[src/rtl/cache_ctrl_fsm_if.sv]
`default_nettype none
// ============================================================================
// Module      : cache_ctrl_fsm_if
// Description : Bundles the CPU handshake, datapath control and RAM bus
//               signals of the 4-way LFU cache control FSM.
//               master : the control FSM (drives enables, RAM request, stats)
//               slave  : the environment (CPU, datapath, RAM)
// Ports       : none (signal bundle only)
// Revision    : 1.0 - initial release
// ============================================================================
interface cache_ctrl_fsm_if #(
    parameter int CNT_W = 32
);
    // CPU handshake
    logic              run;
    logic              RW;
    logic [47:0]       address;
    logic [15:0]       Data_In;
    logic              busy;
    logic              done;
    logic              error;
    // Datapath
    logic [47:0]       addr_q;
    logic [15:0]       data_q;
    logic              hit;
    logic              SelecMemCPU;
    logic              ReadEnableTag;
    logic              ReadEnableData;
    logic              cpu_write;
    logic [1:0]        write_enable_cpu;
    logic              write_enable_ram;
    logic              enable_contadores;
    logic              count_read;
    // RAM bus
    logic              ram_req;
    logic              ram_we;
    logic [47:0]       ram_addr;
    logic              ram_ack;
    // Statistics
    logic [CNT_W-1:0]  hit_count;
    logic [CNT_W-1:0]  miss_count;

    modport master (
        input  run, RW, address, Data_In, hit, ram_ack,
        output busy, done, error, addr_q, data_q,
        output ram_req, ram_we, ram_addr,
        output SelecMemCPU, ReadEnableTag, ReadEnableData, cpu_write,
        output write_enable_cpu, write_enable_ram, enable_contadores, count_read,
        output hit_count, miss_count
    );

    modport slave (
        output run, RW, address, Data_In, hit, ram_ack,
        input  busy, done, error, addr_q, data_q,
        input  ram_req, ram_we, ram_addr,
        input  SelecMemCPU, ReadEnableTag, ReadEnableData, cpu_write,
        input  write_enable_cpu, write_enable_ram, enable_contadores, count_read,
        input  hit_count, miss_count
    );
endinterface
`default_nettype wire

[src/rtl/cache_ctrl_fsm.sv]
`default_nettype none
// ============================================================================
// Module      : cache_ctrl_fsm
// Description : Control FSM for the 4-way LFU cache datapath. Accepts CPU
//               requests, sequences tag lookup, write hits, write-through to
//               RAM, line refill on read miss, RAM timeout, and keeps hit/miss
//               statistics.
// Ports       : clk       - system clock
//               gen_reset - asynchronous active-high reset
//               bus       - cache_ctrl_fsm_if.master (CPU/datapath/RAM/stats)
// Revision    : 1.0 - initial release
// ============================================================================
module cache_ctrl_fsm #(
    parameter int TIMEOUT = 255,
    parameter int CNT_W   = 32
) (
    input  wire logic           clk,
    input  wire logic           gen_reset,
    cache_ctrl_fsm_if.master    bus
);
    localparam int             TW        = (TIMEOUT > 1) ? $clog2(TIMEOUT) : 1;
    localparam logic [TW-1:0]  c_TO_LAST = TW'(TIMEOUT - 1);

    typedef enum logic [2:0] {
        S_IDLE       = 3'd0,
        S_LOOKUP     = 3'd1,
        S_COMPARE    = 3'd2,
        S_WR_HIT     = 3'd3,
        S_WT_REQ     = 3'd4,
        S_REFILL_REQ = 3'd5,
        S_DONE       = 3'd6
    } state_t;

    state_t             r_state;
    state_t             w_next;
    logic [47:0]        r_addr_q;
    logic [15:0]        r_data_q;
    logic               r_rw;
    logic               r_err;
    logic [TW-1:0]      r_tcnt;
    logic [CNT_W-1:0]   r_hit_cnt;
    logic [CNT_W-1:0]   r_miss_cnt;

    logic               w_wait;
    logic               w_timeout;
    logic               w_busy, w_done, w_error;
    logic               w_ram_req, w_ram_we;
    logic [47:0]        w_ram_addr;
    logic               w_sel, w_rd_tag, w_rd_data, w_cpu_write;
    logic [1:0]         w_we_cpu;
    logic               w_we_ram, w_en_cnt, w_cnt_rd;

    assign w_wait    = (r_state == S_WT_REQ) || (r_state == S_REFILL_REQ);
    // An ack in the last allowed cycle still wins over the timeout.
    assign w_timeout = w_wait && !bus.ram_ack && (r_tcnt == c_TO_LAST);

    always_ff @(posedge clk or posedge gen_reset) begin
        if (gen_reset) begin
            r_state <= S_IDLE;
        end else begin
            r_state <= w_next;
        end
    end

    always_ff @(posedge clk or posedge gen_reset) begin
        if (gen_reset) begin
            r_addr_q   <= '0;
            r_data_q   <= '0;
            r_rw       <= 1'b0;
            r_err      <= 1'b0;
            r_tcnt     <= '0;
            r_hit_cnt  <= '0;
            r_miss_cnt <= '0;
        end else begin
            if (r_state == S_IDLE && bus.run) begin
                r_addr_q <= bus.address;
                r_data_q <= bus.Data_In;
                r_rw     <= bus.RW;
                r_err    <= 1'b0;
            end
            if (w_timeout) begin
                r_err <= 1'b1;
            end
            // Held at zero outside the RAM wait states, so it is clear on entry.
            if (w_wait && !bus.ram_ack) begin
                r_tcnt <= r_tcnt + TW'(1);
            end else begin
                r_tcnt <= '0;
            end
            if (r_state == S_COMPARE) begin
                if (bus.hit) begin
                    r_hit_cnt <= r_hit_cnt + CNT_W'(1);
                end else begin
                    r_miss_cnt <= r_miss_cnt + CNT_W'(1);
                end
            end
        end
    end

    always_comb begin
        w_next      = r_state;
        w_busy      = (r_state != S_IDLE);
        w_done      = 1'b0;
        w_error     = 1'b0;
        w_ram_req   = 1'b0;
        w_ram_we    = 1'b0;
        w_ram_addr  = '0;
        w_sel       = 1'b0;
        w_rd_tag    = 1'b0;
        w_rd_data   = 1'b0;
        w_cpu_write = 1'b0;
        w_we_cpu    = 2'b00;
        w_we_ram    = 1'b0;
        w_en_cnt    = 1'b0;
        w_cnt_rd    = 1'b0;
        case (r_state)
            S_IDLE: begin
                if (bus.run) begin
                    w_next = S_LOOKUP;
                end
            end
            S_LOOKUP: begin
                w_rd_tag  = 1'b1;
                w_rd_data = 1'b1;
                w_cnt_rd  = 1'b1;
                w_next    = S_COMPARE;
            end
            S_COMPARE: begin
                w_rd_data = 1'b1;
                w_cnt_rd  = 1'b1;
                if (bus.hit) begin
                    w_en_cnt = 1'b1;
                    w_next   = r_rw ? S_WR_HIT : S_DONE;
                end else begin
                    // Write miss: no-write-allocate, straight to write-through.
                    w_next   = r_rw ? S_WT_REQ : S_REFILL_REQ;
                end
            end
            S_WR_HIT: begin
                w_sel       = 1'b1;
                w_cpu_write = 1'b1;
                w_we_cpu    = r_addr_q[1:0];
                w_next      = S_WT_REQ;
            end
            S_WT_REQ: begin
                w_ram_req  = 1'b1;
                w_ram_we   = 1'b1;
                w_ram_addr = r_addr_q;
                if (bus.ram_ack || w_timeout) begin
                    w_next = S_DONE;
                end
            end
            S_REFILL_REQ: begin
                w_ram_req  = 1'b1;
                w_ram_addr = {r_addr_q[47:2], 2'b00};
                w_cnt_rd   = 1'b1;
                if (bus.ram_ack) begin
                    // Line is on Line_In now; write it and reset its LFU count,
                    // then re-run the lookup which will hit.
                    w_we_ram = 1'b1;
                    w_en_cnt = 1'b1;
                    w_next   = S_LOOKUP;
                end else if (w_timeout) begin
                    w_next   = S_DONE;
                end
            end
            S_DONE: begin
                w_done    = 1'b1;
                w_error   = r_err;
                w_rd_data = 1'b1;
                w_next    = S_IDLE;
            end
            default: begin
                w_next = S_IDLE;
            end
        endcase
    end

    assign bus.busy              = w_busy;
    assign bus.done              = w_done;
    assign bus.error             = w_error;
    assign bus.addr_q            = r_addr_q;
    assign bus.data_q            = r_data_q;
    assign bus.ram_req           = w_ram_req;
    assign bus.ram_we            = w_ram_we;
    assign bus.ram_addr          = w_ram_addr;
    assign bus.SelecMemCPU       = w_sel;
    assign bus.ReadEnableTag     = w_rd_tag;
    assign bus.ReadEnableData    = w_rd_data;
    assign bus.cpu_write         = w_cpu_write;
    assign bus.write_enable_cpu  = w_we_cpu;
    assign bus.write_enable_ram  = w_we_ram;
    assign bus.enable_contadores = w_en_cnt;
    assign bus.count_read        = w_cnt_rd;
    assign bus.hit_count         = r_hit_cnt;
    assign bus.miss_count        = r_miss_cnt;
endmodule
`default_nettype wire

[src/flat_wrapper.sv]
// flat-port wrapper written by rule: the top's interface ports become plain ports
module cache_ctrl_fsm_flat 
#(
    parameter int TIMEOUT = 255,
    parameter int CNT_W   = 32
)
  (clk, gen_reset, bus_run, bus_RW, bus_address, bus_Data_In, bus_hit, bus_ram_ack, bus_busy, bus_done, bus_error, bus_addr_q, bus_data_q, bus_ram_req, bus_ram_we, bus_ram_addr, bus_SelecMemCPU, bus_ReadEnableTag, bus_ReadEnableData, bus_cpu_write, bus_write_enable_cpu, bus_write_enable_ram, bus_enable_contadores, bus_count_read, bus_hit_count, bus_miss_count);
  cache_ctrl_fsm_if #(.CNT_W(CNT_W)) bus_i ();
  input  wire logic clk;
  input  wire logic gen_reset;
  input wire logic [$bits(bus_i.run)-1:0] bus_run;
  input wire logic [$bits(bus_i.RW)-1:0] bus_RW;
  input wire logic [$bits(bus_i.address)-1:0] bus_address;
  input wire logic [$bits(bus_i.Data_In)-1:0] bus_Data_In;
  input wire logic [$bits(bus_i.hit)-1:0] bus_hit;
  input wire logic [$bits(bus_i.ram_ack)-1:0] bus_ram_ack;
  output wire logic [$bits(bus_i.busy)-1:0] bus_busy;
  output wire logic [$bits(bus_i.done)-1:0] bus_done;
  output wire logic [$bits(bus_i.error)-1:0] bus_error;
  output wire logic [$bits(bus_i.addr_q)-1:0] bus_addr_q;
  output wire logic [$bits(bus_i.data_q)-1:0] bus_data_q;
  output wire logic [$bits(bus_i.ram_req)-1:0] bus_ram_req;
  output wire logic [$bits(bus_i.ram_we)-1:0] bus_ram_we;
  output wire logic [$bits(bus_i.ram_addr)-1:0] bus_ram_addr;
  output wire logic [$bits(bus_i.SelecMemCPU)-1:0] bus_SelecMemCPU;
  output wire logic [$bits(bus_i.ReadEnableTag)-1:0] bus_ReadEnableTag;
  output wire logic [$bits(bus_i.ReadEnableData)-1:0] bus_ReadEnableData;
  output wire logic [$bits(bus_i.cpu_write)-1:0] bus_cpu_write;
  output wire logic [$bits(bus_i.write_enable_cpu)-1:0] bus_write_enable_cpu;
  output wire logic [$bits(bus_i.write_enable_ram)-1:0] bus_write_enable_ram;
  output wire logic [$bits(bus_i.enable_contadores)-1:0] bus_enable_contadores;
  output wire logic [$bits(bus_i.count_read)-1:0] bus_count_read;
  output wire logic [$bits(bus_i.hit_count)-1:0] bus_hit_count;
  output wire logic [$bits(bus_i.miss_count)-1:0] bus_miss_count;
  assign bus_i.run = bus_run;
  assign bus_i.RW = bus_RW;
  assign bus_i.address = bus_address;
  assign bus_i.Data_In = bus_Data_In;
  assign bus_i.hit = bus_hit;
  assign bus_i.ram_ack = bus_ram_ack;
  assign bus_busy = bus_i.busy;
  assign bus_done = bus_i.done;
  assign bus_error = bus_i.error;
  assign bus_addr_q = bus_i.addr_q;
  assign bus_data_q = bus_i.data_q;
  assign bus_ram_req = bus_i.ram_req;
  assign bus_ram_we = bus_i.ram_we;
  assign bus_ram_addr = bus_i.ram_addr;
  assign bus_SelecMemCPU = bus_i.SelecMemCPU;
  assign bus_ReadEnableTag = bus_i.ReadEnableTag;
  assign bus_ReadEnableData = bus_i.ReadEnableData;
  assign bus_cpu_write = bus_i.cpu_write;
  assign bus_write_enable_cpu = bus_i.write_enable_cpu;
  assign bus_write_enable_ram = bus_i.write_enable_ram;
  assign bus_enable_contadores = bus_i.enable_contadores;
  assign bus_count_read = bus_i.count_read;
  assign bus_hit_count = bus_i.hit_count;
  assign bus_miss_count = bus_i.miss_count;
  cache_ctrl_fsm #(.TIMEOUT(TIMEOUT), .CNT_W(CNT_W)) u_core (.clk(clk), .gen_reset(gen_reset), .bus(bus_i));
endmodule
[config.mk]
export PLATFORM = sky130hd
export DESIGN_NAME = cache_ctrl_fsm_flat
export DESIGN_NICKNAME = d
export VERILOG_FILES = /design/src/rtl/cache_ctrl_fsm_if.sv /design/src/rtl/cache_ctrl_fsm.sv /design/src/flat_wrapper.sv
export SDC_FILE = /design/constraint.sdc
export NUM_CORES = 1
export LEC_CHECK = 0
export BUFFER_PORTS_ARGS = -buffer_cell sky130_fd_sc_hd__buf_2
export CAP_MARGIN = 20
export CORE_ASPECT_RATIO = 0.8
export CORE_MARGIN = 2
export CORE_UTILIZATION = 34
export DETAILED_ROUTE_END_ITERATION = 8
export GPL_TIMING_DRIVEN = 0
export PLACE_DENSITY = 0.61
export SLEW_MARGIN = 20
export SYNTH_ARGS = -nofsm -noshare
export SYNTH_HDL_FRONTEND = slang
export SYNTH_SLANG_ARGS = --single-unit
[constraint.sdc]
create_clock -name clk -period 12 [get_ports clk]
set_clock_uncertainty 0.05 [all_clocks]
set_input_delay 0.6 -clock clk [delete_from_list [all_inputs] [get_ports clk]]
set_output_delay 0.6 -clock clk [all_outputs]
set_load 0.02 [all_outputs]
==> reports/results.ini, run 1 <==
[die]
die_area_um2 = 19900
fp.dieH_um = 126
io_pins = 260
initial_core_util = 0.349
core_area_um2 = 18300
die_w_um = 157
num_rows = 44

[route]
drcViolationCount = 0
vias_per_cell = 4.65
antenna_left = 0
routedWlPerCell_um = 15.9
dr.pass1.iters = 4
routed_wl_mm = 17.3
vias = 5037
first_iter_violations = 189

[sta]
setup_viol_count_final = 0
fmax_mhz = 313
slew_headroom = 0.423
drv_slew = 0
hold_ws_ns = 0.160
fin_crit_sh = 0.266
rsz0062_at_grt = no
fin_crit_ns = 3.19
hold_viol = 0
setup_ws_ns = 8.81
setup_tns_ns = 0
worst_pin_slew_ns = 0.858

[setup_path]
crit_type = flop to primary output
cp_data_arrival_time_ns = 2.54
startpoint_type = flop
crit_required_ns = 11.35
setup.worst_path.start = u_core.r_state[2]
end_kind = primary output
crit_fanout = 10
crit-reg2reg-launch = u_core.r_state[0]

[grt]
grt.overflow.total = 0
antenna_found_initial = 1
grt_max_degree = 77
grt_pass1_wl_mm = 27.0
grt.total_usage = 0.176
grt_pass1_vias = 4976

[pwr]
p_seq_frac = 0.338
power.internal_w = 0.00129
p_switching_w = 0.000814
peakVddDrop_v = 0.000155
comb_power_share = 0.391
clock_power_share = 0.271
power_density_nw_per_um2 = 243
power.leakage_nw = 4.42
p_sw_frac = 0.387

[synth]
yosysSeqAreaShare = 0.554
syn_area_um2 = 6370
synth_seq_cells = 141
avgSynthCellArea_um2 = 11.8
yosysWarnings = 0
syn_inst = 538
syn-num-nets = 613
ys_types = 40

[clock_tree]
path_clk_slew_ns = 0.06
ctsResizeCount = 0
cts.path.max_buffers = 2
cts_tree = done
numClockSinks = 141
cts_buffers = 17
cts_hold_buf = 0
htree_num_levels = 4
post-cts-setup-buffers = 0
clk_latency_ns = 0.42
root_buffer = clkbuf_16

[finish]
layout.nets = 892
drive_gt1_frac = 0.453
area_growth_pct = 35.8
mostFrequentLayoutCells = buf_2 (266), dfrtp_1 (141), mux2_2 (65)
diodes = 0
fin_area_um2 = 8650
final_common_cell = buf_2

[place]
port_buffers = 259
dp_slack_ns = 9.21
place_area_um2 = 8020
finalWeightedCongestion = 0.789
dp.final_hpwl_mm = 12.8

[hold_path]
min_path_type = input pin to async pin

[run_status]
status = finished clean

[job]
cap_viol_max_count = 0

final cells by class:
cell class,instances,area [um^2]
fillers,1773,9630
flip-flops and latches,141,3530
multi-input cells,364,2700
repair buffers,260,1320
clock buffers,20,447
well taps,253,317
clock inverters,12,184
plain buffers,23,110
inverters,10,45.0
power by group through the flow:
stage / sequential [W] / combinational [W] / clock (W)
after floorplan: 0.000851 / 0.000383 / 0
after global placement: 0.000712 / 0.000830 / 0
after detailed placement: 0.000717 / 0.000836 / 0
after CTS: 0.000711 / 0.000838 / 0.000585
after global routing: 0.000732 / 0.000885 / 0.000604
final: 0.000710 / 0.000822 / 0.000569
critical path, stage by stage, from the launching register on:
cell and delay, ns:
dfrtp_1 0.38, clkbuf_1 0.37, nor2b_1 0.51, clkbuf_1 0.45
and2_1 0.24, buf_2 0.18
final timing paths:
| check | end | slack, ns | cells after the start |
|---|---|---|---|
| setup reg to reg | u_core.bus.addr_q[28] | 9.61 | 5 |
| max in group asynchronous | u_core.r_err | 11.00 | 3 |
| setup / recovery | bus_ram_addr[19] | 8.81 | 5 |
| min in group clk | u_core.bus.addr_q[25] | 0.36 | 2 |
| hold / removal | u_core.bus.hit_count[8] | 0.16 | 2 |
| hold reg to reg | u_core.bus.miss_count[31] | 0.41 | 1 |
cells in the mapped netlist:
cell,count,area share
nand4bb_1,1,0.0018
o22ai_1,1,0.00098
o21ai_0,4,0.0031
or3_2,1,0.0012
and2_1,51,0.050
nor2b_1,1,0.00098
and4bb_2,1,0.0020
dfrtp_1,141,0.55
and3_1,11,0.011
or2_2,3,0.0029
nor4_4,2,0.0067
nor2_1,24,0.014
nor4_1,5,0.0049
a21oi_1,2,0.0016
buf_2,7,0.0055
buf_6,1,0.0018
nand3b_1,2,0.0024
or4_1,1,0.0012
xnor2_1,39,0.054
clkbuf_1,13,0.0077
and4_1,8,0.011
mux2i_1,1,0.0016
or4b_1,1,0.0016
nor3b_1,2,0.0024
nor3_2,2,0.0031
mux2_2,65,0.11
nand3_1,33,0.026
or4_4,1,0.0018
nand4_1,17,0.017
inv_1,10,0.0059
buf_4,2,0.0024
nor3_1,15,0.012
a22o_1,1,0.0014
or2b_1,1,0.0012
ha_1,5,0.0098
nand2_1,31,0.018
nor4b_1,1,0.0014
xor2_1,29,0.040
nand2b_1,1,0.00098
o31a_1,1,0.0014
stage by stage:
| stage | utilization | std cells | total power, W |
|---|---|---|---|
| CTS | 0.473 | 1083 | 0.00213 |
| global route | 0.473 | 1083 | 0.00222 |
| finish | 0.473 | 1083 | 0.00210 |
| detailed placement | 0.439 | 1051 | 0.00155 |
| global placement | 0.437 | 1050 | 0.00154 |
| floorplan | - | 538 | 0.00123 |
registers in the layout (all words and copies together) (netlist names):
| signal | cells |
|---|---|
| u_core.bus.miss_count | 32 |
| u_core.r_state | 3 |
| u_core.bus.hit_count | 32 |
| u_core.r_rw | 1 |
| u_core.bus.data_q | 16 |
| u_core.r_err | 1 |
| u_core.r_tcnt | 8 |
| u_core.bus.addr_q | 48 |
logic make-up after synthesis:
logic type               after synthesis  share of synthesized area
multiplexers                          66                      0.116
XOR/XNOR                              68                     0.0935
buffers and inverters                 33                     0.0232
flip-flops                           141                      0.554
adder cells (fa/ha/maj)                5                    0.00982
AO/OA/AOI/OAI                          9                    0.00844
AND/OR/NAND/NOR                      216                      0.195
routing by layer:
metal | vias to the layer above | GRT usage | share of wire
li1 | 2409 | - | -
met1 | 2442 | 0.215 | 0.42
met2 | 166 | 0.284 | 0.48
met3 | 18 | 0.0717 | 0.086
met4 | 2 | 0.0567 | 0.015
met5 | - | 0 | 0.00075
(Power assumes the default switching activity.)
==> run 2, diff against run 1 <==
--- a/config.mk
+++ b/config.mk
@@ -5,6 +5,7 @@
 export SDC_FILE = /design/constraint.sdc
 export NUM_CORES = 1
 export LEC_CHECK = 0
+export ABC_AREA = 1
 export BUFFER_PORTS_ARGS = -buffer_cell sky130_fd_sc_hd__buf_2
 export CAP_MARGIN = 20
 export CORE_ASPECT_RATIO = 0.8
@@ -12,7 +13,7 @@
 export CORE_UTILIZATION = 34
 export DETAILED_ROUTE_END_ITERATION = 8
 export GPL_TIMING_DRIVEN = 0
-export PLACE_DENSITY = 0.61
+export PLACE_DENSITY = 0.6
 export SLEW_MARGIN = 20
 export SYNTH_ARGS = -nofsm -noshare
 export SYNTH_HDL_FRONTEND = slang
==> constraint.sdc (replaced) <==
create_clock -name clk -period 3.2 [get_ports clk]
set_clock_uncertainty 0.05 [all_clocks]
set_input_delay 0.16 -clock clk [delete_from_list [all_inputs] [get_ports clk]]
set_output_delay 0.16 -clock clk [all_outputs]
set_load 0.02 [all_outputs]
==> run 2 against run 1 <==
Compared with the run above:
- total power grew to 3.7 times the previous value
- largest power group unchanged
- global-route usage increased by 2.2 points
- wire length grew 22%
- sequential share of layout area shrank 5.3 points
- synthesized cell count rose by 59%
- final cell count increased by 37%
- flip-flop and latch count is the same
- register-to-register slack got worse by 8.2 ns
- core utilization increased by 2.5 points
- area after synthesis increased by 9.4%
- via count up 33%
- die area increased by 9.1%
==> reports/results.ini, run 2 <==
[run_status]
status = finished clean

[die]
initial_core_util = 0.349
die_area_um2 = 21700
num_rows = 46
fp.dieH_um = 132
core_area_um2 = 20000
die_w_um = 164
io_pins = 260

[sta]
rsz0062_at_grt = no
worst_pin_slew_ns = 0.724
setup_viol_count_final = 0
fin_crit_sh = 0.771
setup_tns_ns = 0
hold_viol = 0
fin_crit_ns = 2.47
slew_headroom = 0.513
drv_slew = 0
fmax_mhz = 406

[synth]
syn-num-nets = 930
synth_commonest_cells = nand2_1 (217), dfrtp_1 (141), inv_1 (124)
ys_async_sr_fraction = 1.00
synth_fa_ha_area_frac = 0.00898
synth_xor_area_frac = 0.0364
syn_inst = 855
ys.flop_type = dfrtp_1
yosysSeqAreaShare = 0.506
avgSynthCellArea_um2 = 8.15
synth_area_leaders = dfrtp_1 (51%), nand2_1 (12%), inv_1 (6.7%), nor2_1 (6.4%), o21ai_0 (4.3%)
synth_top_family_by_area = simple AND/OR/NAND/NOR gates
ys_types = 30
yosys-mux-area-fraction = 0.0275
yosysWarnings = 0
synth_seq_cells = 141
yosys.area.top_type = dfrtp_1
synth-edff-count = 0
synth_compound_area_frac = 0.0479
synth_top_area_frac = 0.506
syn_area_um2 = 6970
yosysMostFrequentCell = nand2_1
synthSimpleGateAreaFrac = 0.284

[finish]
mostFrequentLayoutCells = buf_2 (267), nand2_1 (217), dfrtp_1 (141)
diodes = 0
nFillCells = 1947
drive_gt1_frac = 0.291
largest_register_ffs = 48
final_common_cell = buf_2
fin_area_um2 = 9950
layout.nets = 1280
seq_area_um2 = 3530
area_growth_pct = 42.8
multi_input_area_um2 = 2820

[route]
drcViolationCount = 0
vias = 6713
routedWlPerCell_um = 14.2
vias_per_cell = 4.53
routed_wl_mm = 21.0
dr.pass1.iters = 5
first_iter_violations = 452
antenna_left = 0

[clock_tree]
post-cts-setup-buffers = 0
numClockSinks = 141
root_buffer = clkbuf_16
ctsResizeCount = 0
cts_tree = done
cts.path.max_buffers = 2
cts_hold_buf = 67
htree_num_levels = 4
clk_latency_ns = 0.42
cts_buffers = 17
path_clk_slew_ns = 0.06

[grt]
grt.overflow.total = 0
antenna_found_initial = 0
grt_pass1_vias = 6400
grt_max_degree = 33
grt_pass1_wl_mm = 33.9
grt.total_usage = 0.198

[setup_path]
startpoint_type = flop
crit_slowest_cell = dfrtp_1
crit_fanout = 10
max_stage_delay_ns = 0.43
crit_type = flop to primary output
cp_data_arrival_time_ns = 2.26
cp_num_buf_inv = 4
cp_cell_sequence = nor2_1, nand2_1, nand2_1, inv_1, buf_2, buf_2, nor2_1, buf_2
crit-reg2reg-launch = u_core.bus.hit_count[0]
crit_family = simple AND/OR/NAND/NOR gates
setup.worst_path.start = u_core.r_state[0]
end_kind = primary output
timing.rr.end = u_core.bus.hit_count[30]
worst_path_most_repeated_cell = buf_2
ff2ff_path_depth = 6
cp-endpoint = bus_ram_addr[45]
path_depth = 8
crit_required_ns = 2.99
rrSetupSlack_ns = 1.39

[pwr]
peakVddDrop_v = 0.000476
power_density_nw_per_um2 = 773
power.leakage_nw = 5.22

[hold_path]
min_path_type = input pin to flop

[place]
finalWeightedCongestion = 0.830
dp.final_hpwl_mm = 15.6
place_area_um2 = 8710
port_buffers = 259

[job]
cap_viol_max_count = 0

-- run 2: changes by cell type after synthesis, moves of 24 or more --
cell / change
mux2_2: -48
nand2_1: +186
xnor2_1: -24
o21ai_0: +56
and2_1: -51
inv_1: +114
nor2_1: +94
-- run 2: worst reg2reg max path: stages (launching register included) --
cell and delay, ns:
dfrtp_1 0.41, ha_1 0.23, nand3_1 0.09, nor2_1 0.31, nand4_1 0.31, o21ai_0 0.23, nand2_1 0.06
-- run 2: report_power, final --
part | switching (W) | internal [W] | total, W
combinational | 0.00215 | 0.00105 | 0.00320
sequential | 0.000286 | 0.00226 | 0.00255
clock | 0.000899 | 0.00104 | 0.00194
-- run 2: kinds of logic (layout without fill, tap and decap cells) --
kind of cell / count (synthesis) / after routing
AOI/OAI and AO/OA: 66 / 66
xor gates and xnor gates: 29 / 29
adders and majority gates: 5 / 5
buffers and inverters: 148 / 511
DFF: 141 / 141
muxes: 17 / 17
and+or+nand+nor: 449 / 449
-- run 2: cell type report --
class                      count  share of cell area
clock inverter                15              0.0147
sequential                   141               0.355
inverter                     127              0.0485
tap                          264              0.0332
clock buffer                  17              0.0428
timing repair buffer         331               0.209
buffer                        21              0.0138
multi-input combinational    566               0.284
-- run 2: worst min-delay path by stage --
stage / from / to / slack (ns) / depth (start not counted)
global route: bus_hit / u_core.bus.miss_count[1] / 0.12 / 4
global placement: bus_address[16] / u_core.bus.addr_q[16] / 0.32 / 3
CTS: bus_hit / u_core.bus.miss_count[1] / 0.08 / 4
finish: bus_hit / u_core.bus.miss_count[1] / 0.1 / 4
floorplan: bus_address[0] / u_core.bus.addr_q[0] / 0.23 / 2
detailed placement: gen_reset / u_core.bus.hit_count[29] / 0.16 / 2
-- run 2: through the flow --
step	setup WS [ns]	cells	total power, W	hold slack [ns]	util
after floorplan	1.23	855	0.00453	0.231	-
after global placement	0.102	1378	0.00568	0.319	0.431
after detailed placement	1.18	1383	0.00573	0.163	0.436
after CTS	0.686	1482	0.00776	0.0793	0.498
after global routing	0.573	1482	0.00815	0.124	0.498
final	0.734	1482	0.00769	0.0977	0.498
-- run 2: layer usage --
metal / wire (um) / vias to the layer above / GRT usage
li1: - / 3384 / -
met1: 10100 / 3161 / 0.276
met2: 9900 / 153 / 0.316
met3: 757 / 15 / 0.0343
met4: 243 / 0 / 0.0546
met5: 0 / - / 0
==> run 3, diff against run 2 <==
==> constraint.sdc (replaced) <==
create_clock -name clk -period 2.32 [get_ports clk]
set_clock_uncertainty 0.05 [all_clocks]
set_input_delay 0.116 -clock clk [delete_from_list [all_inputs] [get_ports clk]]
set_output_delay 0.116 -clock clk [all_outputs]
set_load 0.02 [all_outputs]
==> run 3 against run 2 <==
Compared with the run above:
- clock-buffer cell count unchanged
- design area up 0.36%
- worst hold slack worse by 0.045 ns
- sequential share of layout area down 0.12 points
- via count up 0.45%
- die area unchanged
- largest power group unchanged
- largest cell class unchanged
- global-route usage unchanged
- sequential power up 38%
- highest routed layer unchanged
- combinational power up 40%
- critical endpoint is now bus_ram_addr[44]
- register-to-register slack worse by 0.88 ns
==> reports/results.ini, run 3 (same netlist as run 2, synthesis figures left out) <==
[setup_path]
max_stage_delay_ns = 0.44
cp_cell_sequence = nor2_2, nand2_2, nand2_2, inv_1, clkbuf_4, buf_4, nor2_2, buf_4
end_kind = primary output
rrSetupSlack_ns = 0.51
cp_data_arrival_time_ns = 2.06
cp_num_buf_inv = 4
startpoint_type = flop
crit_fanout = 10
crit_family = buffers and inverters
crit_slowest_cell = dfrtp_2
crit_required_ns = 2.15
crit_type = flop to primary output

[grt]
grt_pass1_wl_mm = 33.9
grt_max_degree = 33
antenna_found_initial = 0
grt.total_usage = 0.198
grt_pass1_vias = 6409
grt.overflow.total = 0

[route]
routed_wl_mm = 21.1
first_iter_violations = 398
routedWlPerCell_um = 14.2
vias_per_cell = 4.55
drcViolationCount = 0
dr.pass1.iters = 5
antenna_left = 0
vias = 6743

[pwr]
power.leakage_nw = 5.23
power_density_nw_per_um2 = 1070
peakVddDrop_v = 0.000603

[clock_tree]
cts_buffers = 17
clk_latency_ns = 0.42
cts.path.max_buffers = 2
numClockSinks = 141
post-cts-setup-buffers = 0
path_clk_slew_ns = 0.06
cts_tree = done
root_buffer = clkbuf_16
htree_num_levels = 4

[place]
port_buffers = 259
finalWeightedCongestion = 0.830
dpl.cell_count = 1383
dp_slack_ns = 0.343
place_area_um2 = 8710
dp.final_hpwl_mm = 15.6

[sta]
hold_viol = 0
drv_slew = 0
setup_tns_ns = 0
setup_viol_count_final = 0
fin_crit_sh = 0.961
setup_ws_ns = 0.0901
fin_crit_ns = 2.23
worst_pin_slew_ns = 0.709
fmax_mhz = 448
hold_ws_ns = 0.0530
slew_headroom = 0.524

[finish]
area_growth_pct = 43.3
mostFrequentLayoutCells = buf_2 (258), nand2_1 (215), dfrtp_1 (140)
fin_area_um2 = 9990
largest_register_ffs = 48
layout.nets = 1280
diodes = 0
drive_gt1_frac = 0.296
final_common_cell = buf_2
finalNonFillerCells = 1482

[die]
initial_core_util = 0.349
num_rows = 46
fp.dieH_um = 132
die_w_um = 164
io_pins = 260
die_area_um2 = 21700
core_area_um2 = 20000

[run_status]
status = finished clean

[job]
cap_viol_max_count = 0

[hold_path]
min_path_type = input pin to flop

[run 3: layout make-up]
| type | instances | area [um^2] |
|---|---|---|
| buffer | 21 | 150 |
| clock buffer | 17 | 425 |
| clock inverter | 15 | 146 |
| fill | 1952 | 9990 |
| inverter | 127 | 483 |
| multi-input combinational | 566 | 2840 |
| sequential | 141 | 3530 |
| tap | 264 | 330 |
| timing repair buffer | 331 | 2080 |
[run 3: metal layers]
layer	vias to the layer above	wire length, um	GRT usage
li1	3384	-	-
met1	3186	10000	0.275
met2	155	9970	0.316
met3	18	814	0.0343
met4	0	272	0.0546
met5	-	0	0
[run 3: where the power goes]
part	internal (W)	total (W)	leakage (nW)	switching (W)
sequential	0.00312	0.00352	1.82	0.000399
clock	0.00143	0.00266	0.282	0.00123
combinational	0.00150	0.00448	3.13	0.00299
total	0.00605	0.0107	5.23	0.00462
[run 3: timing repair]
item	in CTS	in global routing
endpoints found under the hold margin	83	0
gates resized for setup	5	13
pin swaps	0	1
hold buffers	67	0
endpoints found under the setup margin	38	40
[run 3: worst min-delay path, cell delays in order]
cell	delay (ns)
buf_2	0.17
nor2_8	0.09
nand2_1	0.06
nand2_1	0.04
[run 3: stage by stage]
step,power [W],utilization
after floorplan,0.00624,-
after detailed placement,0.00790,0.436
after global routing,0.0113,0.500
after CTS,0.0107,0.499
final,0.0107,0.500
after global placement,0.00783,0.431
[run 3: worst paths after layout]
path | from | endpoint | cells after the start
min in group asynchronous | gen_reset | u_core.bus.hit_count[21] | 3
setup reg to reg | u_core.bus.hit_count[0] | u_core.bus.hit_count[30] | 6
setup / recovery | u_core.r_state[1] | bus_ram_addr[44] | 8
hold reg to reg | u_core.r_tcnt[0] | u_core.r_tcnt[0] | 1
max in group asynchronous | gen_reset | u_core.r_tcnt[6] | 6
hold / removal | bus_hit | u_core.bus.miss_count[1] | 4
